## config.mk

```make
export PLATFORM = sky130hd
export DESIGN_NAME = multicycle_control_fsm
export DESIGN_NICKNAME = d
export VERILOG_FILES = /design/src/rtl/multicycle_control_fsm.sv
export SDC_FILE = /design/constraint.sdc
export NUM_CORES = 1
export LEC_CHECK = 0
export ABC_AREA = 1
export BUFFER_PORTS_ARGS = -buffer_cell sky130_fd_sc_hd__buf_2
export CAP_MARGIN = 10
export CORE_MARGIN = 3
export CORE_UTILIZATION = 40
export DETAILED_ROUTE_END_ITERATION = 8
export GPL_TIMING_DRIVEN = 0
export SETUP_SLACK_MARGIN = 0.2
export SYNTH_ARGS = -nofsm -noshare
export SYNTH_HDL_FRONTEND = slang
export SYNTH_SLANG_ARGS = --single-unit
```

## constraint.sdc

```tcl
create_clock -name i_clk -period 1.7 [get_ports i_clk]
set_clock_uncertainty 0.2 [all_clocks]
set_input_delay 0.34 -clock i_clk [delete_from_list [all_inputs] [get_ports i_clk]]
set_output_delay 0.34 -clock i_clk [all_outputs]
set_load 0.03 [all_outputs]
```

## src/rtl/multicycle_control_fsm.sv

```systemverilog
// Control sequencer for the multicycle MIPS datapath: walks each instruction through
// fetch/decode/execute/writeback states, with memory wait states and a bounded-wait fault.
module multicycle_control_fsm #(
    parameter int COUNT_W  = 32,
    parameter int WAIT_MAX = 15
) (
    input  logic               i_clk,
    input  logic               i_nrst,
    input  logic [5:0]         i_opcode,
    input  logic               i_mem_ready,
    output logic               o_pc_write,
    output logic               o_pc_write_cond,
    output logic               o_branch_ne,
    output logic [1:0]         o_pc_src,
    output logic               o_iord,
    output logic               o_mem_read,
    output logic               o_mem_write,
    output logic               o_ir_write,
    output logic               o_reg_write,
    output logic               o_reg_dst,
    output logic               o_mem_to_reg,
    output logic               o_alu_src_a,
    output logic [1:0]         o_alu_src_b,
    output logic               o_imm_zext,
    output logic [2:0]         o_alu_op,
    output logic               o_illegal,
    output logic               o_mem_fault,
    output logic [3:0]         o_state,
    output logic [COUNT_W-1:0] o_instr_count
);

    typedef enum logic [3:0] {
        S_FETCH     = 4'd0,
        S_DECODE    = 4'd1,
        S_MEM_ADDR  = 4'd2,
        S_MEM_READ  = 4'd3,
        S_MEM_WB    = 4'd4,
        S_MEM_WRITE = 4'd5,
        S_EXEC_R    = 4'd6,
        S_R_WB      = 4'd7,
        S_EXEC_I    = 4'd8,
        S_I_WB      = 4'd9,
        S_BRANCH    = 4'd10,
        S_JUMP      = 4'd11
    } state_t;

    localparam logic [5:0] OP_RTYPE = 6'b000000;
    localparam logic [5:0] OP_LW    = 6'b100011;
    localparam logic [5:0] OP_SW    = 6'b101011;
    localparam logic [5:0] OP_ADDI  = 6'b001000;
    localparam logic [5:0] OP_ADDIU = 6'b001001;
    localparam logic [5:0] OP_ANDI  = 6'b001100;
    localparam logic [5:0] OP_ORI   = 6'b001101;
    localparam logic [5:0] OP_SLTI  = 6'b001010;
    localparam logic [5:0] OP_BEQ   = 6'b000100;
    localparam logic [5:0] OP_BNE   = 6'b000101;
    localparam logic [5:0] OP_J     = 6'b000010;

    localparam logic [2:0] ALU_ADD   = 3'b000;
    localparam logic [2:0] ALU_SUB   = 3'b001;
    localparam logic [2:0] ALU_FUNCT = 3'b010;
    localparam logic [2:0] ALU_AND   = 3'b011;
    localparam logic [2:0] ALU_OR    = 3'b100;
    localparam logic [2:0] ALU_SLT   = 3'b101;

    localparam int WAIT_W = (WAIT_MAX < 2) ? 1 : $clog2(WAIT_MAX + 1);
    // Counter holds the number of stalled cycles already spent, so the fault fires
    // on the WAIT_MAX-th stalled cycle.
    localparam logic [WAIT_W-1:0] WAIT_LAST = WAIT_W'((WAIT_MAX == 0) ? 0 : WAIT_MAX - 1);

    state_t               r_state;
    logic [WAIT_W-1:0]    r_wait_cnt;
    logic [COUNT_W-1:0]   r_instr_count;

    logic   w_waiting;
    logic   w_timeout;
    logic   w_retire;
    state_t w_dec_state;

    assign w_waiting = (r_state == S_FETCH) || (r_state == S_MEM_READ) || (r_state == S_MEM_WRITE);
    assign w_timeout = (WAIT_MAX != 0) && w_waiting && !i_mem_ready && (r_wait_cnt == WAIT_LAST);
    assign w_retire  = (r_state == S_MEM_WB) || (r_state == S_R_WB) || (r_state == S_I_WB) ||
                       (r_state == S_BRANCH) || (r_state == S_JUMP) ||
                       ((r_state == S_MEM_WRITE) && i_mem_ready);

    always_ff @(posedge i_clk) begin
        if (!i_nrst) begin
            r_state       <= S_FETCH;
            r_wait_cnt    <= '0;
            r_instr_count <= '0;
        end else begin
            if (w_retire) begin
                r_instr_count <= r_instr_count + 1'b1;
            end
            // Non-waiting states always leave, so clearing here covers every state entry.
            if (w_waiting && !i_mem_ready && !w_timeout) begin
                r_wait_cnt <= r_wait_cnt + 1'b1;
            end else begin
                r_wait_cnt <= '0;
            end
            case (r_state)
                S_FETCH: begin
                    if (i_mem_ready) r_state <= S_DECODE;
                    else             r_state <= S_FETCH;
                end
                S_DECODE: begin
                    case (i_opcode)
                        OP_RTYPE:                                   r_state <= S_EXEC_R;
                        OP_LW, OP_SW:                               r_state <= S_MEM_ADDR;
                        OP_ADDI, OP_ADDIU, OP_ANDI, OP_ORI, OP_SLTI: r_state <= S_EXEC_I;
                        OP_BEQ, OP_BNE:                             r_state <= S_BRANCH;
                        OP_J:                                       r_state <= S_JUMP;
                        default:                                    r_state <= S_FETCH;
                    endcase
                end
                S_MEM_ADDR: begin
                    if (i_opcode == OP_LW)      r_state <= S_MEM_READ;
                    else if (i_opcode == OP_SW) r_state <= S_MEM_WRITE;
                    else                        r_state <= S_FETCH;
                end
                S_MEM_READ: begin
                    if (i_mem_ready)    r_state <= S_MEM_WB;
                    else if (w_timeout) r_state <= S_FETCH;
                    else                r_state <= S_MEM_READ;
                end
                S_MEM_WRITE: begin
                    if (i_mem_ready || w_timeout) r_state <= S_FETCH;
                    else                          r_state <= S_MEM_WRITE;
                end
                S_EXEC_R: r_state <= S_R_WB;
                S_EXEC_I: r_state <= S_I_WB;
                default:  r_state <= S_FETCH;
            endcase
        end
    end

    // While in reset the decode behaves as FETCH so the selects are defined.
    assign w_dec_state = i_nrst ? r_state : S_FETCH;

    always_comb begin
        o_pc_write      = 1'b0;
        o_pc_write_cond = 1'b0;
        o_branch_ne     = 1'b0;
        o_pc_src        = 2'b00;
        o_iord          = 1'b0;
        o_mem_read      = 1'b0;
        o_mem_write     = 1'b0;
        o_ir_write      = 1'b0;
        o_reg_write     = 1'b0;
        o_reg_dst       = 1'b0;
        o_mem_to_reg    = 1'b0;
        o_alu_src_a     = 1'b0;
        o_alu_src_b     = 2'b00;
        o_imm_zext      = 1'b0;
        o_alu_op        = ALU_ADD;
        o_illegal       = 1'b0;
        o_mem_fault     = w_timeout;
        case (w_dec_state)
            S_FETCH: begin
                o_mem_read  = 1'b1;
                o_alu_src_b = 2'b01;
                o_ir_write  = i_mem_ready;
                o_pc_write  = i_mem_ready;
            end
            S_DECODE: begin
                o_alu_src_b = 2'b11;
                o_illegal   = !(i_opcode inside {OP_RTYPE, OP_LW, OP_SW, OP_ADDI, OP_ADDIU, OP_ANDI,
                                                 OP_ORI, OP_SLTI, OP_BEQ, OP_BNE, OP_J});
            end
            S_MEM_ADDR: begin
                o_alu_src_a = 1'b1;
                o_alu_src_b = 2'b10;
            end
            S_MEM_READ: begin
                o_mem_read = 1'b1;
                o_iord     = 1'b1;
            end
            S_MEM_WB: begin
                o_reg_write  = 1'b1;
                o_mem_to_reg = 1'b1;
            end
            S_MEM_WRITE: begin
                o_mem_write = 1'b1;
                o_iord      = 1'b1;
            end
            S_EXEC_R: begin
                o_alu_src_a = 1'b1;
                o_alu_op    = ALU_FUNCT;
            end
            S_R_WB: begin
                o_reg_write = 1'b1;
                o_reg_dst   = 1'b1;
            end
            S_EXEC_I: begin
                o_alu_src_a = 1'b1;
                o_alu_src_b = 2'b10;
                case (i_opcode)
                    OP_ANDI: begin o_alu_op = ALU_AND; o_imm_zext = 1'b1; end
                    OP_ORI:  begin o_alu_op = ALU_OR;  o_imm_zext = 1'b1; end
                    OP_SLTI: o_alu_op = ALU_SLT;
                    default: o_alu_op = ALU_ADD;
                endcase
            end
            S_I_WB: o_reg_write = 1'b1;
            S_BRANCH: begin
                o_alu_src_a     = 1'b1;
                o_alu_op        = ALU_SUB;
                o_pc_write_cond = 1'b1;
                o_pc_src        = 2'b01;
                o_branch_ne     = (i_opcode == OP_BNE);
            end
            S_JUMP: begin
                o_pc_write = 1'b1;
                o_pc_src   = 2'b10;
            end
            default: ;
        endcase
        if (!i_nrst) begin
            o_pc_write      = 1'b0;
            o_pc_write_cond = 1'b0;
            o_mem_read      = 1'b0;
            o_mem_write     = 1'b0;
            o_ir_write      = 1'b0;
            o_reg_write     = 1'b0;
            o_illegal       = 1'b0;
            o_mem_fault     = 1'b0;
        end
    end

    assign o_state       = r_state;
    assign o_instr_count = r_instr_count;

endmodule
```

==> flow_summary.toml, run 1 <==
[status]
status = "finished, violations left"
violations = "setup timing"

[final_layout]
seq_area_sq_um = 887
drive_gt1_share_pct = 47.1
nFillCells = 482
nNetsFinal = 557
multi_input_area_sq_um = 2080
n_antenna_cell = 0
syn_to_final_growth_pct = 68.6

[sta]
hold_violations = 0
period_minus_slack_ns = 2.19
fmax_mhz = 456
worst_slew_pin_slew_ns = 0.423
holdWs_ns = 0.274
setup_violations = 53
maxSlewHeadroom_pct = 71.7
fin_ws_ns = -0.491
finalCritPeriodShare_pct = 129
maxSlewViolCount = 0
rsz0062_at_grt = "yes"

[pwr]
switching_share_pct = 27.1
comb_power_share_pct = 15.6
ir_drop_mv = 0.337
total_power_mw = 2.03
leakage_nw = 1.78
p_sw_mw = 0.550
power_frac_seq_pct = 45.5
p_per_area_nw_per_um2 = 468
internal_power_mw = 1.48
clkPwrFrac_pct = 39.0

[clock_network]
htree_levels = 2
clk_pin_slew_ns = 0.08
clkSinkCount = 40
cts_tree = "yes"
cts_made_buffers = 5
hold_buffers = 0
clockBufferDepth = 2
cts-root-buf = "clkbuf_8"
clkLatencyLatePin_ns = 0.30

[grt]
grt_pass1_wl_microns = 14400
grt_usage_pct = 24.1
grt_pass1_vias = 3006
antenna_found_initial = 0
overflow = 0
grt_max_degree = 14

[logic_synthesis]
synth_seq_area_share_pct = 31.1
syn-mean-instance-area_sq_um = 5.92
yosysWarnings = 0
ys_ff_latch = 40
synth_area_sq_um = 2570
syn_nets = 447
yosys.cell_types.count = 28
synthCells = 435

[detailed_routing]
drtIter0Drc = 194
vias_per_cell = 5.25
num_vias = 3259
ant_nets = 0
drtPass1Iterations = 4
wl_per_cell_microns = 15.0
drt_wl_total_microns = 9300
route.detailed.drc = 0

[placed_design]
hpwl_microns = 5870
gp_congestion = 0.878
portBuffers = 65

[run]
maxCapViolCount = 0

[setup_path]
cp.required_ns = 1.16
cp.arrival_ns = 1.65
critPathKind = "flop to output pin"
rrSetupSlack_ns = -0.35
crit_fanout = 3
end_kind = "output pin"
worst_setup_path_start_kind = "flop"

[floorplanning]
die_w_microns = 86.2
num_rows = 28
die_y_microns = 86.2
initial_utilization_pct = 42.5
core_area_sq_um = 6060
dieArea_sq_um = 7430
num_io_pins = 66

[hold_path]
hold_class = "flop to flop"
stage by stage:
step	instances	util (%)	setup slack [ns]	TNS (ns)	area (sq um)
2_1_floorplan	435	-	-0.168	-1.32	2960
3_3_place_gp	575	55.8	-0.474	-3.56	3380
3_5_place_dp	575	55.8	-0.497	-3.60	3380
4_1_cts	609	66.9	-0.442	-11.26	4050
5_1_grt	621	71.6	-0.567	-18.41	4340
6_report	621	71.6	-0.491	-15.05	4340
cell usage after synthesis:
cell	number	area (sq um)
nor2_2	5	31.3
xor2_1	4	35.0
buf_2	2	10.0
ha_1	3	37.5
nor2_4	1	11.3
clkbuf_1	2	7.51
buf_4	1	7.51
o21bai_1	5	37.5
buf_6	1	11.3
nand3_2	2	20.0
and3_1	1	6.26
nand2_2	3	18.8
o211ai_1	4	30.0
dfxtp_1	40	801
nand3_1	31	155
xnor2_1	1	8.76
o21ai_1	3	15.0
nor3_1	16	80.1
o22ai_1	2	12.5
nand4_1	8	50.1
nand2_1	108	405
inv_1	49	184
nand4_2	1	12.5
a21oi_1	21	105
nor2_1	103	387
buf_8	1	15.0
o21ai_0	12	60.1
inv_2	5	18.8
worst paths after layout:
path / cells after the start / from / endpoint
max: 9 / o_state[3] / o_alu_op[2]
min: 1 / r_wait_cnt[0] / r_wait_cnt[0]
max reg2reg: 15 / o_state[1] / o_state[1]
min reg2reg: 1 / r_wait_cnt[0] / r_wait_cnt[0]
final cells by class:
cell class	instances	area share (%)
Buffer	7	1.73
Clock buffer	5	1.59
Clock inverter	3	0.951
Inverter	54	5.42
Multi-Input combinational cell	334	47.9
Sequential cell	40	20.4
Tap cell	75	2.16
Timing Repair Buffer	103	19.8
cells in the final DEF (no fill, tap or decap), types with 5 or more instances in the layout:
master / Yosys / layout
nand2_1: 108 / 93
nor2_1: 103 / 71
buf_2: 2 / 43
inv_1: 49 / 37
buf_6: 1 / 35
nor2_4: 1 / 27
buf_4: 1 / 22
nand3_1: 31 / 20
dfxtp_4: 0 / 19
a21oi_1: 21 / 15
dfxtp_2: 0 / 12
nor2_2: 5 / 11
inv_4: 0 / 9
nand2_4: 0 / 9
nand3_2: 2 / 9
nor3_1: 16 / 9
dfxtp_1: 40 / 9
nand4_1: 8 / 8
inv_2: 5 / 7
nand2_2: 3 / 7
o21ai_1: 3 / 7
o21ai_2: 0 / 5
o21bai_1: 5 / 5
clkbuf_8: 0 / 5
kinds of logic (layout without fill, tap and decap cells):
logic type / Yosys count / after routing / synth area share (%)
xor+xnor: 5 / 5 / 1.70
fa+ha+maj: 3 / 3 / 1.46
compound gates: 47 / 47 / 10.1
simple gates: 279 / 279 / 45.7
buf+inv: 61 / 172 / 9.87
flops: 40 / 40 / 31.1
flip-flops by register name, summed over array words and instances (netlist names):
name	count
o_instr_count	32
o_state	4
r_wait_cnt	4
power by group through the flow:
| stage | combinational (mW) | clock (mW) | sequential [mW] |
|---|---|---|---|
| floorplan | 0.116 | 0 | 0.949 |
| global placement | 0.174 | 0 | 0.945 |
| detailed placement | 0.174 | 0 | 0.945 |
| CTS | 0.256 | 0.810 | 0.922 |
| global route | 0.334 | 0.856 | 0.924 |
| finish | 0.316 | 0.792 | 0.923 |
per-layer routing:
metal,track usage [%],share of wire (%)
met5,0,0
met4,8.22,1.4
met2,41.9,52
met3,4.09,5.2
met1,30.1,42
what timing repair did:
item,CTS,global route
gates resized for setup,100,50
setup buffers,25,12
setup endpoints to repair,60,63
pin swaps,20,22
gates cloned,1,0
worst max-delay path: stages, from the launching register on:
cell,delay [ns]
dfxtp_4,0.40
inv_4,0.05
nor2_4,0.09
inv_2,0.05
nor2_2,0.09
inv_2,0.06
nor2_4,0.10
nand4_1,0.24
o21ai_4,0.14
buf_6,0.14
No activity file was read; power rests on OpenSTA's default activity.
==> run 2, diff against run 1 <==
--- a/config.mk
+++ b/config.mk
@@ -8,10 +8,10 @@
 export ABC_AREA = 1
 export BUFFER_PORTS_ARGS = -buffer_cell sky130_fd_sc_hd__buf_2
 export CAP_MARGIN = 10
-export CORE_MARGIN = 3
 export CORE_UTILIZATION = 40
 export DETAILED_ROUTE_END_ITERATION = 8
 export GPL_TIMING_DRIVEN = 0
+export MAX_ROUTING_LAYER = met4
 export SETUP_SLACK_MARGIN = 0.2
 export SYNTH_ARGS = -nofsm -noshare
 export SYNTH_HDL_FRONTEND = slang
==> flow_summary.toml, run 2 (same netlist as run 1, synthesis figures left out) <==
[setup_path]
worst_setup_path_start_kind = "flop"
end_kind = "output pin"
ff2ff_path_depth = 17
crit_fanout = 3
cp.arrival_ns = 1.72
cp.required_ns = 1.16
critPathKind = "flop to output pin"

[sta]
setup_violations = 57
finalCritPeriodShare_pct = 133
maxSlewViolCount = 0
period_minus_slack_ns = 2.26
fin_ws_ns = -0.558
fmax_mhz = 443
tns_ns = -17.31
hold_violations = 0
maxSlewHeadroom_pct = 48.1
rsz0062_at_grt = "yes"
worst_slew_pin_slew_ns = 0.778

[pwr]
total_power_mw = 2.07
internal_power_mw = 1.50
clkPwrFrac_pct = 38.8
p_per_area_nw_per_um2 = 434
switching_share_pct = 27.6
leakage_nw = 1.93
ir_drop_mv = 0.366
comb_power_share_pct = 16.8
power_frac_seq_pct = 44.4
p_sw_mw = 0.572

[final_layout]
nFillCells = 421
seq_area_sq_um = 891
final_area_sq_um = 4770
layout_commonest_cell = "nand2_1"
largest_reg_flops = 32
drive_gt1_share_pct = 54.1
mostFrequentLayoutCells = "nand2_1, nor2_1, buf_6, buf_2, inv_1"
n_antenna_cell = 0
multi_input_area_sq_um = 2220
syn_to_final_growth_pct = 85.5
nNetsFinal = 577

[clock_network]
hold_buffers = 0
cts_tree = "yes"
cts-root-buf = "clkbuf_8"
htree_levels = 2
clkSinkCount = 40
clkLatencyLatePin_ns = 0.30
clockBufferDepth = 2
clk_pin_slew_ns = 0.08
cts_made_buffers = 5

[detailed_routing]
drt_wl_total_microns = 10200
drtPass1Iterations = 6
route.detailed.drc = 0
wl_per_cell_microns = 15.9
drtIter0Drc = 144
ant_nets = 0
num_vias = 3409
vias_per_cell = 5.32

[grt]
overflow = 0
grt_busiest_layer = "met2"
grt_pass1_vias = 3169
met3_usage_pct = 4.07
grt_usage_pct = 29.6
met1_usage_pct = 33.0
grt_pass1_wl_microns = 14700
antenna_found_initial = 0
grt_util_met2_pct = 53.7
grt_max_degree = 14

[floorplanning]
dieArea_sq_um = 6760
num_io_pins = 66
core_area_sq_um = 6060
die_y_microns = 82.2
num_rows = 28
die_w_microns = 82.2
initial_utilization_pct = 42.5

[placed_design]
portBuffers = 65
hpwl_microns = 5850
place_area_sq_um = 3380
gp_congestion = 0.890

[hold_path]
hold_class = "flop to flop"
hold_depth = 1

[status]
violations = "setup timing"
status = "finished, violations left"

[run]
maxCapViolCount = 0
run 2: cell types whose count changed in the layout (fill, tap and decap cells not counted), sizes merged:
| cell | change |
|---|---|
| inv | -1 |
| clkbuf | +1 |
| buf | +19 |
| bufbuf | -1 |
| clkinvlp | +1 |
| clkinv | +1 |
run 2: power groups by stage:
stage	combinational, mW	sequential (mW)	clock [mW]
final	0.348	0.919	0.804
after global routing	0.364	0.920	0.846
after CTS	0.298	0.920	0.814
after detailed placement	0.173	0.945	0
after global placement	0.173	0.945	0
after floorplan	0.116	0.949	0
run 2: path summary, 6_finish.rpt:
check / startpoint / end / slack [ns]
worst max-delay path: o_state[2] / o_mem_fault / -0.56
worst min-delay path: r_wait_cnt[0] / r_wait_cnt[0] / 0.28
worst max register to register: o_state[0] / o_state[1] / -0.48
worst min register to register: r_wait_cnt[0] / r_wait_cnt[0] / 0.28
run 2: final cells by class:
cell class | instances | share of cell area [%]
Clock buffer | 5 | 1.44
Tap cell | 75 | 1.97
Clock inverter | 3 | 0.891
Buffer | 7 | 1.55
Timing Repair inverter | 1 | 0.236
Multi-Input combinational cell | 334 | 46.4
Inverter | 54 | 4.98
Timing Repair Buffer | 122 | 23.8
Sequential cell | 40 | 18.7
run 2: stage by stage:
step / util (%) / hold WS (ns) / instances / worst slack (ns)
finish: 78.8 / 0.278 / 641 / -0.558
CTS: 72.1 / 0.247 / 623 / -0.457
floorplan: - / 0.230 / 435 / -0.168
global placement: 55.8 / 0.247 / 575 / -0.440
detailed placement: 55.8 / 0.254 / 575 / -0.459
global route: 78.8 / 0.289 / 641 / -0.622
run 2: routing by layer:
metal | vias up | share of wire [%]
met1 | 1608 | 39
met5 | - | 0
met4 | 0 | 2.5
li1 | 1655 | -
met2 | 123 | 53
met3 | 23 | 4.7
run 2: worst max-delay path: stages, from the launching register on:
cell and delay, ns:
dfxtp_4 0.38, buf_12 0.13, nor2_4 0.18, nand2_4 0.10, nand2_4 0.09, inv_4 0.05, a21oi_4 0.16, nand2_2 0.08
nor2_4 0.10, buf_6 0.14
run 2: timing repair:
item,in CTS,in global routing
gates resized for setup,146,63
buffers inserted,36,18
pin swaps,43,33
gates cloned,4,0
setup endpoints to repair,60,66
